`src/rtl/sprite_move_sequencer_if.sv`:
```
// Link between the sprite sequencer and the shared position-update stage:
// one sprite's position/direction out, the stage's settled result back.
interface sprite_move_sequencer_if;
  logic [10:0] upd_pos_x;
  logic [9:0]  upd_pos_y;
  logic [3:0]  upd_dir;
  logic [2:0]  upd_sprite;
  logic        upd_rst;
  logic [10:0] upd_new_x;
  logic [9:0]  upd_new_y;

  modport master (
    output upd_pos_x, upd_pos_y, upd_dir, upd_sprite, upd_rst,
    input  upd_new_x, upd_new_y
  );

  modport slave (
    input  upd_pos_x, upd_pos_y, upd_dir, upd_sprite, upd_rst,
    output upd_new_x, upd_new_y
  );
endinterface

```
`src/rtl/sprite_move_sequencer.sv`:
```
// Game-tick scheduler: owns all five sprite positions and time-multiplexes one
// shared position-update stage, one fixed-length slot per sprite.
module sprite_move_sequencer #(
  parameter int TICK_DIV      = 1250000,
  parameter int SETTLE_CYCLES = 2
) (
  input  logic                           clk,
  input  logic                           rst,
  input  logic                           enable,
  input  logic [3:0]                     dir_pacman,
  input  logic [15:0]                    dir_ghosts,
  sprite_move_sequencer_if.master        upd,
  output logic [54:0]                    pos_x,
  output logic [49:0]                    pos_y,
  output logic                           pos_valid,
  output logic                           busy,
  output logic                           frame_done,
  output logic                           tick_overrun
);
  localparam int NUM_SPRITES = 5;
  localparam int CNT_W = (TICK_DIV > 1) ? $clog2(TICK_DIV) : 1;
  localparam int SUB_W = (SETTLE_CYCLES > 0) ? $clog2(SETTLE_CYCLES + 1) : 1;
  localparam logic [CNT_W-1:0] CNT_LAST    = CNT_W'(TICK_DIV - 1);
  localparam logic [SUB_W-1:0] SUB_LAST    = SUB_W'(SETTLE_CYCLES);
  localparam logic [2:0]       SPRITE_LAST = 3'(NUM_SPRITES - 1);

  typedef enum logic [1:0] {INIT, WAIT_TICK, SLOT, DONE} state_t;

  state_t           state_reg, state_next;
  logic [CNT_W-1:0] tick_cnt_reg;
  logic [SUB_W-1:0] sub_reg, sub_next;
  logic [2:0]       sprite_reg, sprite_next;
  logic             started_reg;
  logic [19:0]      dir_snap_reg;
  logic [10:0]      pos_x_reg [NUM_SPRITES];
  logic [9:0]       pos_y_reg [NUM_SPRITES];
  logic             pos_valid_reg;
  logic             tick_overrun_reg;
  logic             tick;
  logic             in_slot;
  logic             capture;
  logic [10:0]      sel_x;
  logic [9:0]       sel_y;
  logic [3:0]       sel_dir;

  assign tick = (tick_cnt_reg == CNT_LAST);

  always_ff @(posedge clk) begin
    if (rst || tick) tick_cnt_reg <= '0;
    else             tick_cnt_reg <= tick_cnt_reg + CNT_W'(1);
  end

  // The cycle right after reset is idle so the init sweep starts one cycle later.
  assign in_slot = (state_reg == SLOT) || (state_reg == INIT && started_reg);

  always_ff @(posedge clk) begin
    if (rst) begin
      state_reg   <= INIT;
      sub_reg     <= '0;
      sprite_reg  <= '0;
      started_reg <= 1'b0;
    end else begin
      state_reg   <= state_next;
      sub_reg     <= sub_next;
      sprite_reg  <= sprite_next;
      started_reg <= 1'b1;
    end
  end

  always_comb begin
    state_next  = state_reg;
    sub_next    = sub_reg;
    sprite_next = sprite_reg;
    capture     = 1'b0;
    case (state_reg)
      WAIT_TICK: begin
        if (tick && enable) begin
          state_next  = SLOT;
          sub_next    = '0;
          sprite_next = '0;
        end
      end
      DONE:    state_next = WAIT_TICK;
      default: ;
    endcase
    if (in_slot) begin
      if (sub_reg == SUB_LAST) begin
        capture  = 1'b1;
        sub_next = '0;
        if (sprite_reg == SPRITE_LAST) begin
          state_next  = DONE;
          sprite_next = '0;
        end else begin
          sprite_next = sprite_reg + 3'd1;
        end
      end else begin
        sub_next = sub_reg + SUB_W'(1);
      end
    end
  end

  always_ff @(posedge clk) begin
    if (rst) begin
      dir_snap_reg     <= '0;
      pos_valid_reg    <= 1'b0;
      tick_overrun_reg <= 1'b0;
      for (int i = 0; i < NUM_SPRITES; i++) begin
        pos_x_reg[i] <= '0;
        pos_y_reg[i] <= '0;
      end
    end else begin
      if (state_reg == WAIT_TICK && tick && enable)
        dir_snap_reg <= {dir_ghosts, dir_pacman};
      if (tick && state_reg != WAIT_TICK)
        tick_overrun_reg <= 1'b1;
      if (state_next == DONE)
        pos_valid_reg <= 1'b1;
      for (int i = 0; i < NUM_SPRITES; i++) begin
        if (capture && sprite_reg == 3'(i)) begin
          pos_x_reg[i] <= upd.upd_new_x;
          pos_y_reg[i] <= upd.upd_new_y;
        end
      end
    end
  end

  always_comb begin
    sel_x   = '0;
    sel_y   = '0;
    sel_dir = '0;
    for (int i = 0; i < NUM_SPRITES; i++) begin
      if (sprite_reg == 3'(i)) begin
        sel_x   = pos_x_reg[i];
        sel_y   = pos_y_reg[i];
        sel_dir = dir_snap_reg[4*i +: 4];
      end
    end
  end

  assign upd.upd_pos_x  = sel_x;
  assign upd.upd_pos_y  = sel_y;
  assign upd.upd_dir    = (state_reg == SLOT) ? sel_dir : 4'd0;
  assign upd.upd_sprite = sprite_reg;
  assign upd.upd_rst    = (state_reg == INIT);

  genvar gi;
  generate
    for (gi = 0; gi < NUM_SPRITES; gi++) begin : g_pos
      assign pos_x[11*gi +: 11] = pos_x_reg[gi];
      assign pos_y[10*gi +: 10] = pos_y_reg[gi];
    end
  endgenerate

  assign pos_valid    = pos_valid_reg;
  assign busy         = (state_reg != WAIT_TICK);
  assign frame_done   = (state_reg == DONE);
  assign tick_overrun = tick_overrun_reg;
endmodule

```
`src/flat_wrapper.sv`:
```
// flat-port wrapper written by rule: the top's interface ports become plain ports
module sprite_move_sequencer_flat 
#(
  parameter int TICK_DIV      = 1250000,
  parameter int SETTLE_CYCLES = 2
)
  (clk, rst, enable, dir_pacman, dir_ghosts, pos_x, pos_y, pos_valid, busy, frame_done, tick_overrun, upd_upd_pos_x, upd_upd_pos_y, upd_upd_dir, upd_upd_sprite, upd_upd_rst, upd_upd_new_x, upd_upd_new_y);
  sprite_move_sequencer_if upd_i ();
  input  logic clk;
  input  logic rst;
  input  logic enable;
  input  logic [3:0] dir_pacman;
  input  logic [15:0] dir_ghosts;
  output logic [54:0] pos_x;
  output logic [49:0] pos_y;
  output logic pos_valid;
  output logic busy;
  output logic frame_done;
  output logic tick_overrun;
  output wire logic [$bits(upd_i.upd_pos_x)-1:0] upd_upd_pos_x;
  output wire logic [$bits(upd_i.upd_pos_y)-1:0] upd_upd_pos_y;
  output wire logic [$bits(upd_i.upd_dir)-1:0] upd_upd_dir;
  output wire logic [$bits(upd_i.upd_sprite)-1:0] upd_upd_sprite;
  output wire logic [$bits(upd_i.upd_rst)-1:0] upd_upd_rst;
  input wire logic [$bits(upd_i.upd_new_x)-1:0] upd_upd_new_x;
  input wire logic [$bits(upd_i.upd_new_y)-1:0] upd_upd_new_y;
  assign upd_upd_pos_x = upd_i.upd_pos_x;
  assign upd_upd_pos_y = upd_i.upd_pos_y;
  assign upd_upd_dir = upd_i.upd_dir;
  assign upd_upd_sprite = upd_i.upd_sprite;
  assign upd_upd_rst = upd_i.upd_rst;
  assign upd_i.upd_new_x = upd_upd_new_x;
  assign upd_i.upd_new_y = upd_upd_new_y;
  sprite_move_sequencer #(.TICK_DIV(TICK_DIV), .SETTLE_CYCLES(SETTLE_CYCLES)) u_core (.clk(clk), .rst(rst), .enable(enable), .dir_pacman(dir_pacman), .dir_ghosts(dir_ghosts), .upd(upd_i), .pos_x(pos_x), .pos_y(pos_y), .pos_valid(pos_valid), .busy(busy), .frame_done(frame_done), .tick_overrun(tick_overrun));
endmodule
```
`config.mk`:
```
export PLATFORM = sky130hd
export DESIGN_NAME = sprite_move_sequencer_flat
export DESIGN_NICKNAME = d
export VERILOG_FILES = /design/src/rtl/sprite_move_sequencer_if.sv /design/src/rtl/sprite_move_sequencer.sv /design/src/flat_wrapper.sv
export SDC_FILE = /design/constraint.sdc
export NUM_CORES = 1
export LEC_CHECK = 0
export ABC_CLOCK_PERIOD_IN_PS = 3100
export CAP_MARGIN = 20
export CORE_ASPECT_RATIO = 0.9
export CORE_UTILIZATION = 43
export DETAILED_ROUTE_END_ITERATION = 10
export PLACE_DENSITY = 0.85
export SKIP_LAST_GASP = 1
export SLEW_MARGIN = 20
export SYNTH_ARGS = -nofsm -noshare
export SYNTH_HDL_FRONTEND = slang
export SYNTH_SLANG_ARGS = --single-unit
```
`constraint.sdc`:
```
create_clock -name clk -period 3.1 [get_ports clk]
set_input_delay 0.93 -clock clk [delete_from_list [all_inputs] [get_ports clk]]
set_output_delay 0.93 -clock clk [all_outputs]
set_load 0.01 [all_outputs]
```
; Yosys cells after proc, flatten, opt, wreduce, memory -nomap -nowiden
; Memory sizes are Yosys's and may differ from the RTL's.
; Index checks and enable logic that the tools add are counted.
[word_totals]
ff_bits = 51
latchBits = 0
mem_bits_rw = 105
mem_bits_ro = 0
inputBits = 44
out_inout_bits = 138
elab_cells = 111
memories = 2
[op_classes]
addsub = 3
multipliers = 0
div_mod_pow = 0
n_lt_le_gt_ge = 0
n_eq_ne = 11
shifts = 0
muxes = 60
bitwise_logic = 10
reduce_logical = 17
[mem_list]
columns = memory, depth, word_bits, read_ports, rd_ports_with_merged_regs, write_ports, line
row1 = u_core.pos_x_reg, 5, 11, 5, 0, 5, sprite_move_sequencer.sv:35  ; logic [10:0] pos_x_reg [NUM_SPRITES];
row2 = u_core.pos_y_reg, 5, 10, 5, 0, 5, sprite_move_sequencer.sv:36  ; logic [9:0] pos_y_reg [NUM_SPRITES];
[op_table]
columns = cell, n
row1 = 11-bit 2-to-1 mux, 10
row2 = 10-bit 2-to-1 mux, 10
row3 = 4-bit 2-to-1 mux, 6
row4 = 21-bit by 1-bit adder with 21-bit output (second input constant), 1
row5 = 21-bit == test (second input constant), 1
row6 = 1-bit 2-to-1 mux, 20
row7 = 2-bit 2-to-1 mux, 8
row8 = 3-bit 2-to-1 mux, 5
row9 = 1-bit logical AND, 10
row10 = 1-bit bitwise OR, 10
row11 = 2-bit == test (second input constant), 4
row12 = 3-bit by 2-bit == test with 1-bit output (second input constant), 2
row13 = 2-bit one-hot mux with 2 select lines, 1
row14 = 2-bit nonzero test, 2
row15 = 3-bit by 1-bit adder with 3-bit output (second input constant), 1
row16 = 3-bit by 1-bit == test with 1-bit output (second input constant), 1
row17 = 3-bit == test (second input constant), 1
row18 = 3-bit zero test, 1
row19 = 2-bit by 1-bit adder with 2-bit output (second input constant), 1
row20 = 2-bit by 1-bit == test with 1-bit output (second input constant), 1
row21 = 2-bit zero test, 1
row22 = 1-bit logical OR, 2
row23 = 2-bit by 1-bit != test with 1-bit output (second input constant), 1
row24 = 2-bit AND reduction, 1

; Logic depth before layout (Yosys ltp)
[depth]
depth_word = 9
mapped_depth = 8
mapped_depth_nobuf = 6

; Worst setup path after synthesis
; Ideal clock, no wire load.
[synth_path]
path_kind = flip-flop to flip-flop
startpoint = register u_core.sprite_reg[0], in the netlist u_core.upd.upd_sprite[0]
endpoint = memory u_core.pos_x_reg[2][0], in the netlist u_core.pos_x_reg[0][22] (enable)
setup_ns = 0.428
arrival_ns = 2.570
setup_slack_ns = 0.102
stages_incl_launch_ff = 7
path_buffers = 2
path_cell_list = dfxtp_1 > inv_1 > ha_1 > nand2b_1 > buf_2 > clkbuf_1 > o21ai_0
[synth_rtl]
columns = element, line
row1 = "start, declared", sprite_move_sequencer.sv:32  ; logic [2:0] sprite_reg, sprite_next;
row2 = "start signal, assigned", sprite_move_sequencer.sv:65  ; sprite_reg <= sprite_next;
row3 = "end, declared", sprite_move_sequencer.sv:35

; Worst setup path after layout
[layout_path]
startpoint = register u_core.sprite_reg[1], in the netlist u_core.upd.upd_sprite[1]
endpoint = output upd_upd_dir[0]
[layout_between]
elab_chain_len = 7
word_cells_on_any_way = 11
cone_classes = 4 x eq/ne / 6 x mux / 1 x reduce/logical
[layout_lines]
columns = element, line
row1 = 3-bit zero test, sprite_move_sequencer.sv:132  ; if (sprite_reg == 3'(i)) begin
row2 = 4-bit 2-to-1 mux (4 in a row), sprite_move_sequencer.sv:132
row3 = 4-bit 2-to-1 mux (*), sprite_move_sequencer.sv:132
row4 = 4-bit 2-to-1 mux (*), sprite_move_sequencer.sv:142  ; assign upd.upd_dir = (state_reg == SLOT) ? sel_dir : 4'd0;
row5 = "end, declared", flat_wrapper.sv:22  ; output wire logic [$bits(upd_i.upd_dir)-1:0] upd_upd_dir;
; Mark *: on every way between the ends. The rest lies on a longest branch, timed or not.

==> flow_metrics.py <==
metrics = {
    "yosys": {
        "synth_flop_cell": "edfxtp_1",
        "synth.distinct_cells": 48,
        "ys_seq_area_share_pct": 63.4,
        "avgSynthCellArea_sq_um": 11.9,
        "yosys_warnings": 0,
        "synth-edff-count": 105,
        "async_reset_ff_share_pct": 0,
        "ys_ff_latch": 156,
        "netlist_instances": 551,
        "synth_area_sq_um": 6580,
        "syn_nets": 601,
    },
    "routing": {
        "drtIter0Drc": 480,
        "routed_wl_um": 20300,
        "vias": 5694,
        "drc_errors": 0,
        "first_pass_iters": 5,
        "wire_per_inst_um": 20.9,
        "final_antenna_net_count": 0,
        "via_per_inst": 5.86,
    },
    "pwr": {
        "seqPwrFrac_pct": 47.9,
        "p_clk_share_pct": 43.3,
        "power_frac_comb_pct": 8.8,
        "vdd_drop_max_v": 0.000603,
        "intPower_w": 0.00374,
        "p_per_area_nw_per_um2": 495,
        "leakagePower_nw": 3.49,
        "p_sw_w": 0.00113,
        "switching_share_pct": 23.2,
    },
    "setup_path": {
        "cp_common_cell": "buf_6",
        "cp_top_family": "simple AND/OR/NAND/NOR gates",
        "crit_type": "register to output port",
        "critPathMaxStageDelay_ps": 410,
        "setup.worst_path.start_class": "register",
        "required_ps": 2170,
        "end_kind": "output port",
        "path_cells": "inv_4, ha_4, nor3b_4, buf_6, buf_6, a221oi_2, or3_1, a21oi_2, buf_2",
        "path_max_fanout": 5,
        "crit_path_top_delay_cell": "or3_1",
        "cp.arrival_ps": 2300,
        "crit_buf_inv": 4,
    },
    "finish": {
        "largest_reg_flops": 55,
        "layout_common_cells": "clkdlybuf4s50_1, edfxtp_1, dfxtp_1",
        "final_cell_area_sq_um": 9820,
        "antenna_cells": 0,
        "finalNonFillerCells": 971,
        "post-route-util_pct": 66.3,
        "multi_input_area_sq_um": 2530,
        "layout_commonest_cell": "clkdlybuf4s50_1",
        "syn_to_final_growth_pct": 49.2,
        "regArea_sq_um": 4180,
        "drive_above_1_share_pct": 21.2,
        "fillers": 1046,
        "nets": 810,
    },
    "global_route": {
        "grt_pass1_wl_um": 29800,
        "antenna_found_initial": 0,
        "grt_util_all_layers_pct": 24.9,
        "grt_max_degree": 43,
        "overflow": 0,
        "grt_pass1_vias": 5521,
    },
    "sta": {
        "rsz0062_at_grt": "yes",
        "report.final.slew_viol_count": 0,
        "skew_ps": 8.60,
        "fin_crit_sh_pct": 104,
        "setup_slack_ps": -128,
        "period_needed_ps": 3230,
        "hold_violations": 0,
        "setup_viol": 21,
        "worstMarginPinSlew_ps": 656,
        "relSlewSlack_pct": 56.3,
        "clock.fmax_ghz": 0.310,
    },
    "placed_design": {
        "place_area_sq_um": 8740,
        "place_ws_ps": -181,
        "gp_congestion": 0.864,
        "dp_hpwl_um": 12700,
        "numPortBuffers": 181,
        "dp.cells": 918,
    },
    "status": {
        "status": "finished with violations",
        "violations": "setup timing",
    },
    "floorplan": {
        "fp.dieW_um": 132,
        "start_util_pct": 44.4,
        "die_h_um": 119,
        "ios": 182,
        "core_area_sq_um": 14800,
        "row_count": 42,
        "die_area_sq_um": 15800,
    },
    "cts": {
        "tritoncts": "yes",
        "holdBufCountCts": 0,
        "cts.htree.levels": 4,
        "cts_buffer_depth": 2,
        "cts-root-buf": "clkbuf_16",
        "clkSlewWorstSetupHoldPaths_ps": 60,
        "insertion_delay_ps": 420,
        "cts_buffers": 17,
        "cts_num_sinks": 156,
    },
    "min_path": {
        "hold_class": "register to register",
    },
    "run": {
        "drv_cap": 0,
    },
}
==> routing by layer <==
layer / wire length [um] / share of wire [%] / global-route usage (%) / vias to the layer above
met1: 7690 / 38 / 29.1 / 2788
met3: 1560 / 7.7 / 6.73 / 59
li1: - / - / - / 2539
met4: 743 / 3.7 / 12.8 / 0
met2: 10300 / 51 / 42.1 / 308
met5: 0 / 0 / 0 / -
==> path summary, 6_finish.rpt <==
check                                start                     end  slack (ps)  cells past startpoint
setup / recovery  u_core.upd.upd_sprite[1]          upd_upd_dir[0]        -130                      9
hold / removal      u_core.tick_cnt_reg[0]  u_core.tick_cnt_reg[0]         470                      1
setup reg to reg   u_core.tick_cnt_reg[10]  u_core.tick_cnt_reg[2]         800                      5
hold reg to reg     u_core.tick_cnt_reg[0]  u_core.tick_cnt_reg[0]         470                      1
==> kinds of logic (layout without fill, tap and decap cells) <==
kind of cell	count (synthesis)	count (layout)	synth area share, %
AO/OA/AOI/OAI	156	156	16.2
XOR/XNOR	10	10	1.33
adder cells (fa/ha/maj)	6	6	1.14
buffers and inverters	50	272	3.40
flip-flops	156	156	63.4
AND/OR/NAND/NOR	173	173	14.6
==> layout make-up <==
type / count / share of cell area, %
clock inverter: 15 / 1.80
tap: 198 / 2.52
timing repair buffer: 232 / 22.6
multi-input combinational: 345 / 25.8
clock buffer: 17 / 4.33
sequential: 156 / 42.6
inverter: 8 / 0.357
==> stage by stage <==
| stage | hold WS, ps | setup TNS (ps) | total power, W |
|---|---|---|---|
| 2_1_floorplan | 426 | 0 | 0.00249 |
| 3_3_place_gp | 435 | -237 | 0.00274 |
| 3_5_place_dp | 458 | -2350 | 0.00275 |
| 4_1_cts | 471 | -542 | 0.00484 |
| 5_1_grt | 490 | -3130 | 0.00499 |
| 6_report | 472 | -1150 | 0.00486 |
==> Yosys cell counts (all sizes together), types with 4 or more instances <==
| cell type | instances | area share [%] |
|---|---|---|
| edfxtp | 105 | 48 |
| dfxtp | 51 | 16 |
| a21oi | 41 | 3.1 |
| nor2 | 41 | 2.3 |
| nand2 | 34 | 1.9 |
| o21ai | 33 | 2.5 |
| and2 | 27 | 2.6 |
| clkbuf | 27 | 1.6 |
| nand4 | 27 | 2.9 |
| a221oi | 25 | 3.3 |
| o21a | 22 | 2.5 |
| o311ai | 21 | 2.8 |
| buf | 15 | 1.3 |
| or3 | 11 | 1.0 |
| inv | 7 | 0.40 |
| nand3 | 7 | 0.53 |
| ha | 6 | 1.1 |
| xor2 | 6 | 0.80 |
| and4 | 4 | 0.53 |
| or4 | 4 | 0.46 |
| xnor2 | 4 | 0.53 |
==> power groups by stage <==
stage                     Clock (W)  Sequential, W  Combinational (W)
after CTS                   0.00212        0.00232           0.000399
final                       0.00211        0.00233           0.000427
after global routing        0.00221        0.00233           0.000448
after global placement            0        0.00236           0.000378
after floorplan                   0        0.00238           0.000107
after detailed placement          0        0.00237           0.000386
==> repair_timing <==
item,4_1_cts,5_1_grt
resized for setup,159,31
buffers inserted,6,11
cloned,2,2
pin swaps,32,25
setup endpoints to repair,25,25
Power figures use the tool's default switching activity.
